`config.mk`:
```
export PLATFORM = sky130hd
export DESIGN_NAME = mod_mul_seq
export DESIGN_NICKNAME = d
export VERILOG_FILES = /design/src/rtl/ntt_pkg.sv /design/src/rtl/mod_csub.sv /design/src/rtl/mod_mul_seq.sv
export SDC_FILE = /design/constraint.sdc
export NUM_CORES = 1
export LEC_CHECK = 0
export CAP_MARGIN = 20
export CORE_ASPECT_RATIO = 1.4
export CORE_MARGIN = 4
export CORE_UTILIZATION = 50
export CTS_BUF_LIST = sky130_fd_sc_hd__clkbuf_8
export DETAILED_ROUTE_END_ITERATION = 7
export PLACE_DENSITY = 0.69
export RECOVER_POWER = 100
export SYNTH_ARGS = -nofsm -noshare
export SYNTH_HDL_FRONTEND = slang
export SYNTH_HIERARCHICAL = 1
export SYNTH_SLANG_ARGS = --single-unit
export TNS_END_PERCENT = 20
```
`constraint.sdc`:
```
create_clock -name clock_i -period 13 [get_ports clock_i]
set_clock_uncertainty 0.15 [all_clocks]
set_input_delay 3.25 -clock clock_i [delete_from_list [all_inputs] [get_ports clock_i]]
set_output_delay 3.25 -clock clock_i [all_outputs]
set_load 0.02 [all_outputs]
```
`src/rtl/ntt_pkg.sv`:
```
// ntt_pkg: constants and state encoding shared by the NTT multiplier, reduction and butterfly stages
package ntt_pkg;
    localparam int COEF_W = 12;
    localparam logic [COEF_W-1:0] Q_KYBER = 12'd3329;
    typedef enum logic [1:0] {
        IDLE = 2'd0,
        RUN  = 2'd1,
        DONE = 2'd2
    } state_t;
endpackage

```
`src/rtl/mod_csub.sv`:
```
// mod_csub: conditional subtract, maps x in [0, 2q) to x mod q
module mod_csub
    import ntt_pkg::*;
#(
    parameter int W     = COEF_W + 2,
    parameter int OUT_W = COEF_W + 2
) (
    input  logic [W-1:0]     x_i,
    input  logic [W-1:0]     q_i,
    output logic [OUT_W-1:0] y_o
);
    logic [W-1:0] w_y;
    assign w_y = (x_i >= q_i) ? x_i - q_i : x_i;
    assign y_o = OUT_W'(w_y);
endmodule

```
`src/rtl/mod_mul_seq.sv`:
```
// mod_mul_seq: MSB-first interleaved shift-add-reduce modular multiplier, (a*b) mod q over WIDTH cycles
module mod_mul_seq
    import ntt_pkg::*;
#(
    parameter int WIDTH = COEF_W,
    parameter int CNT_W = 4
) (
    input  logic             clock_i,
    input  logic             nreset_i,
    input  logic             in_valid_i,
    output logic             in_ready_o,
    input  logic [WIDTH-1:0] a_i,
    input  logic [WIDTH-1:0] b_i,
    input  logic [WIDTH-1:0] q_i,
    output logic             out_valid_o,
    input  logic             out_ready_i,
    output logic [WIDTH-1:0] product_o
);
    state_t           r_state, w_next;
    logic [WIDTH-1:0] r_a, r_b, r_q, r_acc, r_product;
    logic [CNT_W-1:0] r_count;
    logic [WIDTH+1:0] w_t, w_s1, w_qx;
    logic [WIDTH-1:0] w_red;
    logic             w_accept, w_last;

    assign in_ready_o  = (r_state == IDLE);
    assign out_valid_o = (r_state == DONE);
    assign product_o   = r_product;
    assign w_accept    = in_valid_i & in_ready_o;
    assign w_last      = (r_count == '0);
    assign w_qx        = {2'b00, r_q};
    // t = 2*acc + (current multiplier bit ? b : 0); stays below 3q for in-range operands
    assign w_t         = {1'b0, r_acc, 1'b0} + (r_a[r_count] ? {2'b00, r_b} : '0);

    mod_csub #(.W(WIDTH + 2), .OUT_W(WIDTH + 2)) u_csub0 (
        .x_i (w_t),
        .q_i (w_qx),
        .y_o (w_s1)
    );

    mod_csub #(.W(WIDTH + 2), .OUT_W(WIDTH)) u_csub1 (
        .x_i (w_s1),
        .q_i (w_qx),
        .y_o (w_red)
    );

    // state register
    always_ff @(posedge clock_i or negedge nreset_i) begin
        if (!nreset_i) r_state <= IDLE;
        else           r_state <= w_next;
    end

    // next-state: accept in IDLE, WIDTH iterations in RUN, hold in DONE until consumed
    always_comb begin
        w_next = r_state;
        case (r_state)
            IDLE:    w_next = in_valid_i  ? RUN  : IDLE;
            RUN:     w_next = w_last      ? DONE : RUN;
            DONE:    w_next = out_ready_i ? IDLE : DONE;
            default: w_next = IDLE;
        endcase
    end

    // operand latch, accumulator iteration and result capture
    always_ff @(posedge clock_i or negedge nreset_i) begin
        if (!nreset_i) begin
            r_a       <= '0;
            r_b       <= '0;
            r_q       <= '0;
            r_acc     <= '0;
            r_count   <= '0;
            r_product <= '0;
        end else if (w_accept) begin
            r_a     <= a_i;
            r_b     <= b_i;
            r_q     <= q_i;
            r_acc   <= '0;
            r_count <= CNT_W'(WIDTH - 1);
        end else if (r_state == RUN) begin
            r_acc <= w_red;
            if (w_last) r_product <= w_red;
            else        r_count   <= r_count - CNT_W'(1);
        end
    end
endmodule

```
Yosys cells after proc, flatten, opt, wreduce, memory -nomap -nowiden

Cells that the tools add are included.

Logic and storage cells: 38
Bits of input ports: 40
Flip-flop bits (word level): 66

Reduce and logical (&&, ||, !) cells: 5
Add/sub/neg operators: 4
Bitwise gates (word level): 2
Mux-type cells: 14
Magnitude comparators: 3
Equality and inequality tests: 3

Operators with widths:

| kind                | number |
|---|---|
| $mux 12             | 4 |
| $ge 14x12->1        | 2 |
| $add 13x12->14      | 1 |
| $mux 14             | 1 |
| $sub 14x12->14      | 1 |
| $mux 4              | 3 |
| $sub 12x12->12      | 1 |
| $pmux 2 s3          | 1 |
| $lt 4x5->1 const B  | 1 |
| $bmux 1 s4          | 1 |
| $logic_not 4->1     | 1 |
| $mux 2              | 2 |
| $sub 4x1->4 const B | 1 |
| $reduce_and 3->1    | 1 |
| $eq 2x1->1 const B  | 1 |
| $eq 2x2->1 const B  | 1 |
| $logic_not 2->1     | 1 |
| $mux 1              | 2 |
| $ne 2x2->1 const B  | 1 |
| $reduce_and 2->1    | 1 |
| $reduce_bool 2->1   | 1 |
| $and 1x1->1         | 1 |
| $not 1->1           | 1 |

Depth between registers and ports, before layout

Depth in word-level cells: 10
Gate-level depth with buffers: 31
Depth with buffers taken out: 27

Hierarchy

Netlist, hierarchy kept.

Modules (own cells, without submodules):

| module              | instances | cells each | area an instance (um^2) |
|---|---|---|---|
| mod_mul_seq         | 1         | 351        | 3280.6 |
| mod_csub at u_csub0 | 1         | 145        | 1142.3 |
| mod_csub at u_csub1 | 1         | 128        | 905.9 |

Least setup slack after synthesis

OpenSTA, ideal clock, no wires.

Path type: reg-to-reg
From: reg r_count[0]
To: reg r_product[11] (netlist: product_o[11])
Path buffers: 3
Stages on the path, launching flop included: 30
Data arrival time: 6.564 ns
Period minus slack after synthesis: 6.838 ns
Required time: 12.725 ns
Slack: 6.162 ns
Library setup time: 0.125 ns
Cells stage by stage: dfrtp_1 > buf_6 > mux4_1 > mux2i_1 > o21ai_1 > buf_6 > and2_4 > ha_1 > fa_1 > a21o_1 > nand2_1 > o21ai_0 > a31oi_1 > xnor2_1 > ha_1 > a21o_1 > o21bai_4 > a221oi_4 > o211a_4 > buf_12 > mux2i_1 > inv_1 > ha_1 > fa_1 > nand2b_1 > a21oi_2 > o2111a_2 > nor2_2 > o41a_1 > mux2_2

Word-level cells in the longest chain between the ends: 8
Elaborated cells between the ends (all ways): 12

Ends and longest elaborated chain:

| element                                               | line              | RTL |
|---|---|---|
| from (decl)                                           | mod_mul_seq.sv:21 | `logic [CNT_W-1:0] r_count;` |
| from (signal assigned)                                | mod_mul_seq.sv:78 | `r_count <= CNT_W'(WIDTH - 1);` |
| from (signal assigned)                                | mod_mul_seq.sv:82 | `else r_count <= r_count - CNT_W'(1);` |
| $bmux 1 s4 (*)                                        | mod_mul_seq.sv:33 | `assign w_t = {1'b0, r_acc, 1'b0} + (r_a[r_count] ? {2'b00, r_b} : '0);` |
| $mux 1 (implied by the code) (*)                      | mod_mul_seq.sv:33 |  |
| $mux 12 (*)                                           | mod_mul_seq.sv:33 |  |
| $add 13x12->14 (*)                                    | mod_mul_seq.sv:33 |  |
| net w_t[9]                                            | mod_mul_seq.sv:22 | `logic [WIDTH+1:0] w_t, w_s1, w_qx;` |
| $ge 14x12->1 (*)                                      | mod_csub.sv:13    | `assign w_y = (x_i >= q_i) ? x_i - q_i : x_i;` |
| $mux 14 (*)                                           | mod_csub.sv:13    |  |
| net w_s1[0]                                           | mod_mul_seq.sv:22 |  |
| $sub 12x12->12 / $ge 14x12->1 (equally long branches) | mod_csub.sv:13    |  |
| $mux 12 (*)                                           | mod_csub.sv:13    |  |
| net w_red[11]                                         | mod_mul_seq.sv:23 | `logic [WIDTH-1:0] w_red;` |
| to (signal assigned)                                  | mod_mul_seq.sv:81 | `if (w_last) r_product <= w_red;` |
| to (decl)                                             | mod_mul_seq.sv:20 | `logic [WIDTH-1:0] r_a, r_b, r_q, r_acc, r_product;` |

Mark *: on every way through the listed nets, which the timed path passes. The rest lies on a longest branch. The select of a mux whose other input is x is not followed.
A chain may end at the register's enable or synchronous reset.

Final worst setup path

From: reg r_count[0]
To: reg r_acc[6]

Word-level cells in the longest chain between the ends: 10
Elaborated cells between the ends (all ways): 12

Ends and longest elaborated chain:

| element                                               | line              | RTL |
|---|---|---|
| $bmux 1 s4 (*)                                        | mod_mul_seq.sv:33 |  |
| $mux 1 (implied by the code) (*)                      | mod_mul_seq.sv:33 |  |
| $mux 12 (*)                                           | mod_mul_seq.sv:33 |  |
| $add 13x12->14 (*)                                    | mod_mul_seq.sv:33 |  |
| net w_t[12]                                           | mod_mul_seq.sv:22 |  |
| $ge 14x12->1 (*)                                      | mod_csub.sv:13    |  |
| $mux 14 (*)                                           | mod_csub.sv:13    |  |
| net w_s1[0]                                           | mod_mul_seq.sv:22 |  |
| $sub 12x12->12 / $ge 14x12->1 (equally long branches) | mod_csub.sv:13    |  |
| $mux 12 (*)                                           | mod_csub.sv:13    |  |
| net w_red[6]                                          | mod_mul_seq.sv:23 |  |
| $mux 12 (*)                                           | mod_mul_seq.sv:79 | `end else if (r_state == RUN) begin` |
| $mux 12 (*)                                           | mod_mul_seq.sv:73 | `end else if (w_accept) begin` |
| to (signal assigned)                                  | mod_mul_seq.sv:80 | `r_acc <= w_red;` |
| to (decl)                                             | mod_mul_seq.sv:20 |  |

Marks and branches as above.

==> out/summary.log <==
[sta] Slew @ Worst Pin 3.668 ns
[min_path] terminating pin of the worst hold path r_b[2]
[worst_setup_path] maximum fanout along the worst path 14
[worst_setup_path] endpoint of the worst-slack reg-to-reg timing path r_acc[6]
[placement] post-placement worst setup slack 5.348 ns
[sta] final setup violation count 0
[run_status] violated checks capacitance limit, slew limit
[min_path] Min-Delay Startpoint r_b[2]
[final_layout] combined area of the multi-input logic cells 3342 µm²
[worst_setup_path] worst path arrival time 8.83 ns
[sta] headroom to the max-slew limit -1.446
[routing] total iterations of the first detailed-routing run 6
[floorplanning] Die ar. 12,400 µm²
[min_path] worst hold path depth 2
[sta] post-route setup TNS 0 ns
[final_layout] synthesis-to-layout area growth 14.21%
[routing] DRC violations left 0
[sta] count of endpoints failing hold in the final timing report 0
[final_layout] count of antenna diodes in the layout 0
[grt] gr usage total 0.2464
[logic_synthesis] share of synthesized registers carrying an async set or reset 1.000
[floorplanning] die boundary width 95.25 µm
[worst_setup_path] Critical Path Source Type flop
[grt] pin count of the biggest net entering global routing 67
[final_layout] utilization of the core after routing 0.5849
[sta] RSZ-0062 raised after global routing no
[floorplanning] number of primary I/O pins 54
[min_path] worst min-delay path class reg2reg
[grt] global-route wire length before repair 23.13 mm
[grt] initial antenna violation count 0
[floorplanning] Die Height 130.2 µm
[sta] Final period util 0.6795
[logic_synthesis] Mapped Cells 624
[final_layout] layout cell share with drive strength beyond 1 0.08876
[sta] max-slew violation count 115
[placement] HPWL after detailed placement 11.78 mm
[final_layout] Filler cells 936
[run_status] run status finished with violations
[logic_synthesis] Seq/Total Area, Yosys 0.3099
[clock_tree] clock edge transition at the registers on the reported setup and hold paths 0.08 ns
[worst_setup_path] Crit Path Class reg2reg
[logic_synthesis] number of synthesized flops with an enable pin 0
[logic_synthesis] post-synthesis sequential element count 66
[grt] total gr overflow 0
[final_layout] final layout net count 755
[routing] count of routing violations after the opening detailed-route iteration 136
[routing] routed wire length per instance 17.91 µm
[worst_setup_path] Critical Path End Type flop
[clock_tree] number of buffers inserted by post-CTS setup repair 0
[floorplanning] Core Region 10,410 µm²
[sta] post-layout min period 8.834 ns
[clock_tree] buffer levels on the longest clock path 2
[placement] IO buf count 53
[final_layout] register cell area after layout 1652 µm²
[worst_setup_path] cells on worst reg2reg path 25
[floorplanning] initial core utilization 0.5121
[routing] DRT Wirelength 14.58 mm
[clock_tree] root buffer selected by CTS sky130_fd_sc_hd__clkbuf_8
[clock_tree] CTS tree built
[worst_setup_path] startpoint of the worst register-to-register path r_count[0]
[clock_tree] number of buffers inserted during clock tree synthesis 9
[logic_synthesis] warnings from Yosys 6
[routing] detailed-route vias per instance 5.601
[clock_tree] clock sink total 66
[routing] DR vias 4,559
[clock_tree] insertion delay of the later-clocked pin in the worst-skew pair 0.35 ns
[routing] Antenna Nets Post-Route 0
[placement] placer congestion estimate 0.9294
[grt] vias in the first global route 4,622
[clock_tree] CTS H-tree depth 3
[logic_synthesis] post-synthesis area per instance 8.540 µm²
[logic_synthesis] synth unique cells 71
[floorplanning] number of rows in the core area 44
[logic_synthesis] dominant register cell in the synthesized netlist sky130_fd_sc_hd__dfrtp_1
[flow_run] total of max-cap violations 2
[worst_setup_path] reg-to-reg slack, setup 4.17 ns
[clock_tree] Resize count post-CTS 0
[worst_setup_path] critical path required time 13.00 ns
[sta] maximum clock frequency 0.1132 GHz
[sta] Final WS setup 4.166 ns
[clock_tree] CTS Hold Buffers Added 0
[logic_synthesis] Post-Syn Area 5329 µm²
-- metrics by stage --
step / instance area (µm²) / std cells / hold slack, ns
after floorplan: 5340 / 627 / 0.2873
final: 6086 / 814 / 0.3180
after CTS: 6156 / 814 / 0.3244
after global placement: 5927 / 798 / 0.3007
after detailed placement: 5927 / 798 / 0.3058
after global routing: 6086 / 814 / 0.3475
-- critical path: stages, from the launching register on --
cell and delay (ns):
sky130_fd_sc_hd__dfrtp_1 0.46, sky130_fd_sc_hd__mux4_1 0.36, sky130_fd_sc_hd__mux2i_1 0.06, sky130_fd_sc_hd__o21ai_0 0.87, sky130_fd_sc_hd__and2_2 0.29, sky130_fd_sc_hd__ha_1 0.29
sky130_fd_sc_hd__a21o_1 0.22, sky130_fd_sc_hd__a31o_2 0.22, sky130_fd_sc_hd__o211ai_1 0.33, sky130_fd_sc_hd__a21oi_1 0.11, sky130_fd_sc_hd__o311ai_0 0.58, sky130_fd_sc_hd__ha_1 0.44
sky130_fd_sc_hd__and3_1 0.26, sky130_fd_sc_hd__a221oi_1 0.66, sky130_fd_sc_hd__o211a_1 0.62, sky130_fd_sc_hd__mux2i_1 0.40, sky130_fd_sc_hd__inv_1 0.08, sky130_fd_sc_hd__ha_1 0.22
sky130_fd_sc_hd__fa_1 0.40, sky130_fd_sc_hd__nand2b_1 0.18, sky130_fd_sc_hd__a21oi_1 0.26, sky130_fd_sc_hd__o2111ai_1 0.29, sky130_fd_sc_hd__nand2_1 0.30, sky130_fd_sc_hd__mux2_1 0.37
sky130_fd_sc_hd__nand2_1 0.11, sky130_fd_sc_hd__o21ai_0 0.10
-- synth_stat cells (all sizes together), types with 2 or more instances --
master / count / share of area
a211oi: 4 / 0.0056
a21o: 13 / 0.018
a21oi: 27 / 0.027
a221o: 2 / 0.0038
a221oi: 2 / 0.0077
a31oi: 4 / 0.0047
a41o: 3 / 0.0056
and2: 15 / 0.022
and3: 3 / 0.0045
and4: 3 / 0.0049
buf: 12 / 0.017
clkbuf: 11 / 0.0077
dfrtp: 66 / 0.31
fa: 3 / 0.011
ha: 41 / 0.096
inv: 41 / 0.029
mux2: 22 / 0.051
mux2i: 6 / 0.011
mux4: 3 / 0.014
nand2: 157 / 0.11
nand2b: 8 / 0.0094
nand3: 11 / 0.011
nor2: 28 / 0.021
nor2b: 6 / 0.0070
nor3: 15 / 0.014
nor3b: 2 / 0.0028
nor4: 4 / 0.0075
o2111a: 2 / 0.0045
o2111ai: 6 / 0.011
o211ai: 2 / 0.0028
o21a: 17 / 0.024
o21ai: 32 / 0.031
o21bai: 3 / 0.0063
o31a: 2 / 0.0033
o31ai: 12 / 0.019
o41ai: 4 / 0.0080
or3: 2 / 0.0023
xnor2: 12 / 0.020
xor2: 7 / 0.012
-- layer usage --
metal  up-vias  track usage  share of wire
li1       2270            -              -
met1      2149       0.2845           0.41
met2       103       0.4400           0.52
met3        37      0.03345          0.025
met4         0       0.1232          0.046
met5         -            0              0
-- kinds of logic (layout without fill, tap and decap cells) --
family                   Yosys count  count (layout)  synth area share
other                              1               4         0.0007037
XOR/XNOR                          19              19           0.03123
buffers and inverters             64             113           0.05400
AND/OR/NAND/NOR                  255             255            0.2207
multiplexers                      31              31           0.07607
adder cells (fa/ha/maj)           44              44            0.1075
AO/OA/AOI/OAI                    144             144            0.1998
flip-flops                        66              66            0.3099
-- final cells by class --
type	instances	area share
multi-input cells	497	0.5491
flip-flops and latches	66	0.2714
repair buffers	56	0.08820
well taps	138	0.02837
inverters	41	0.02529
clock buffers	9	0.02035
clock inverters	7	0.01727
-- worst max path at each step --
| stage | start | end | slack [ns] | depth (start not counted) |
|---|---|---|---|---|
| 6_report | r_count[0] | r_acc[6] | 4.17 | 25 |
| 3_5_place_dp | r_count[0] | product_o[11] | 5.35 | 24 |
| 4_1_cts | r_count[0] | product_o[11] | 5.31 | 24 |
| 3_3_place_gp | r_count[0] | product_o[11] | 5.46 | 24 |
| 2_1_floorplan | r_count[0] | product_o[11] | 6.16 | 29 |
| 5_1_grt | r_count[0] | r_acc[4] | 3.58 | 25 |
-- registers in the layout, summed over array words and instances, names as in the netlist --
register,flops
r_a,12
product_o,12
r_count,4
r_state,2
r_b,12
r_acc,12
r_q,12
-- placed cells by master (no fill, tap or decap), drive strengths merged, types with 12 or more instances in the layout --
cell type	Yosys	final
nand2	157	157
dfrtp	66	66
inv	41	45
ha	41	41
clkdlybuf4s50	0	36
o21ai	32	32
nor2	28	28
a21oi	27	27
mux2	22	22
o21a	17	17
dlygate4sd3	0	16
nor3	15	15
and2	15	15
a21o	13	13
xnor2	12	12
o31ai	12	12
clkbuf	11	12
Power is left out: the tool's default activity adds up to more than one toggle a clock period on the data nets, which glitch-free logic cannot reach.
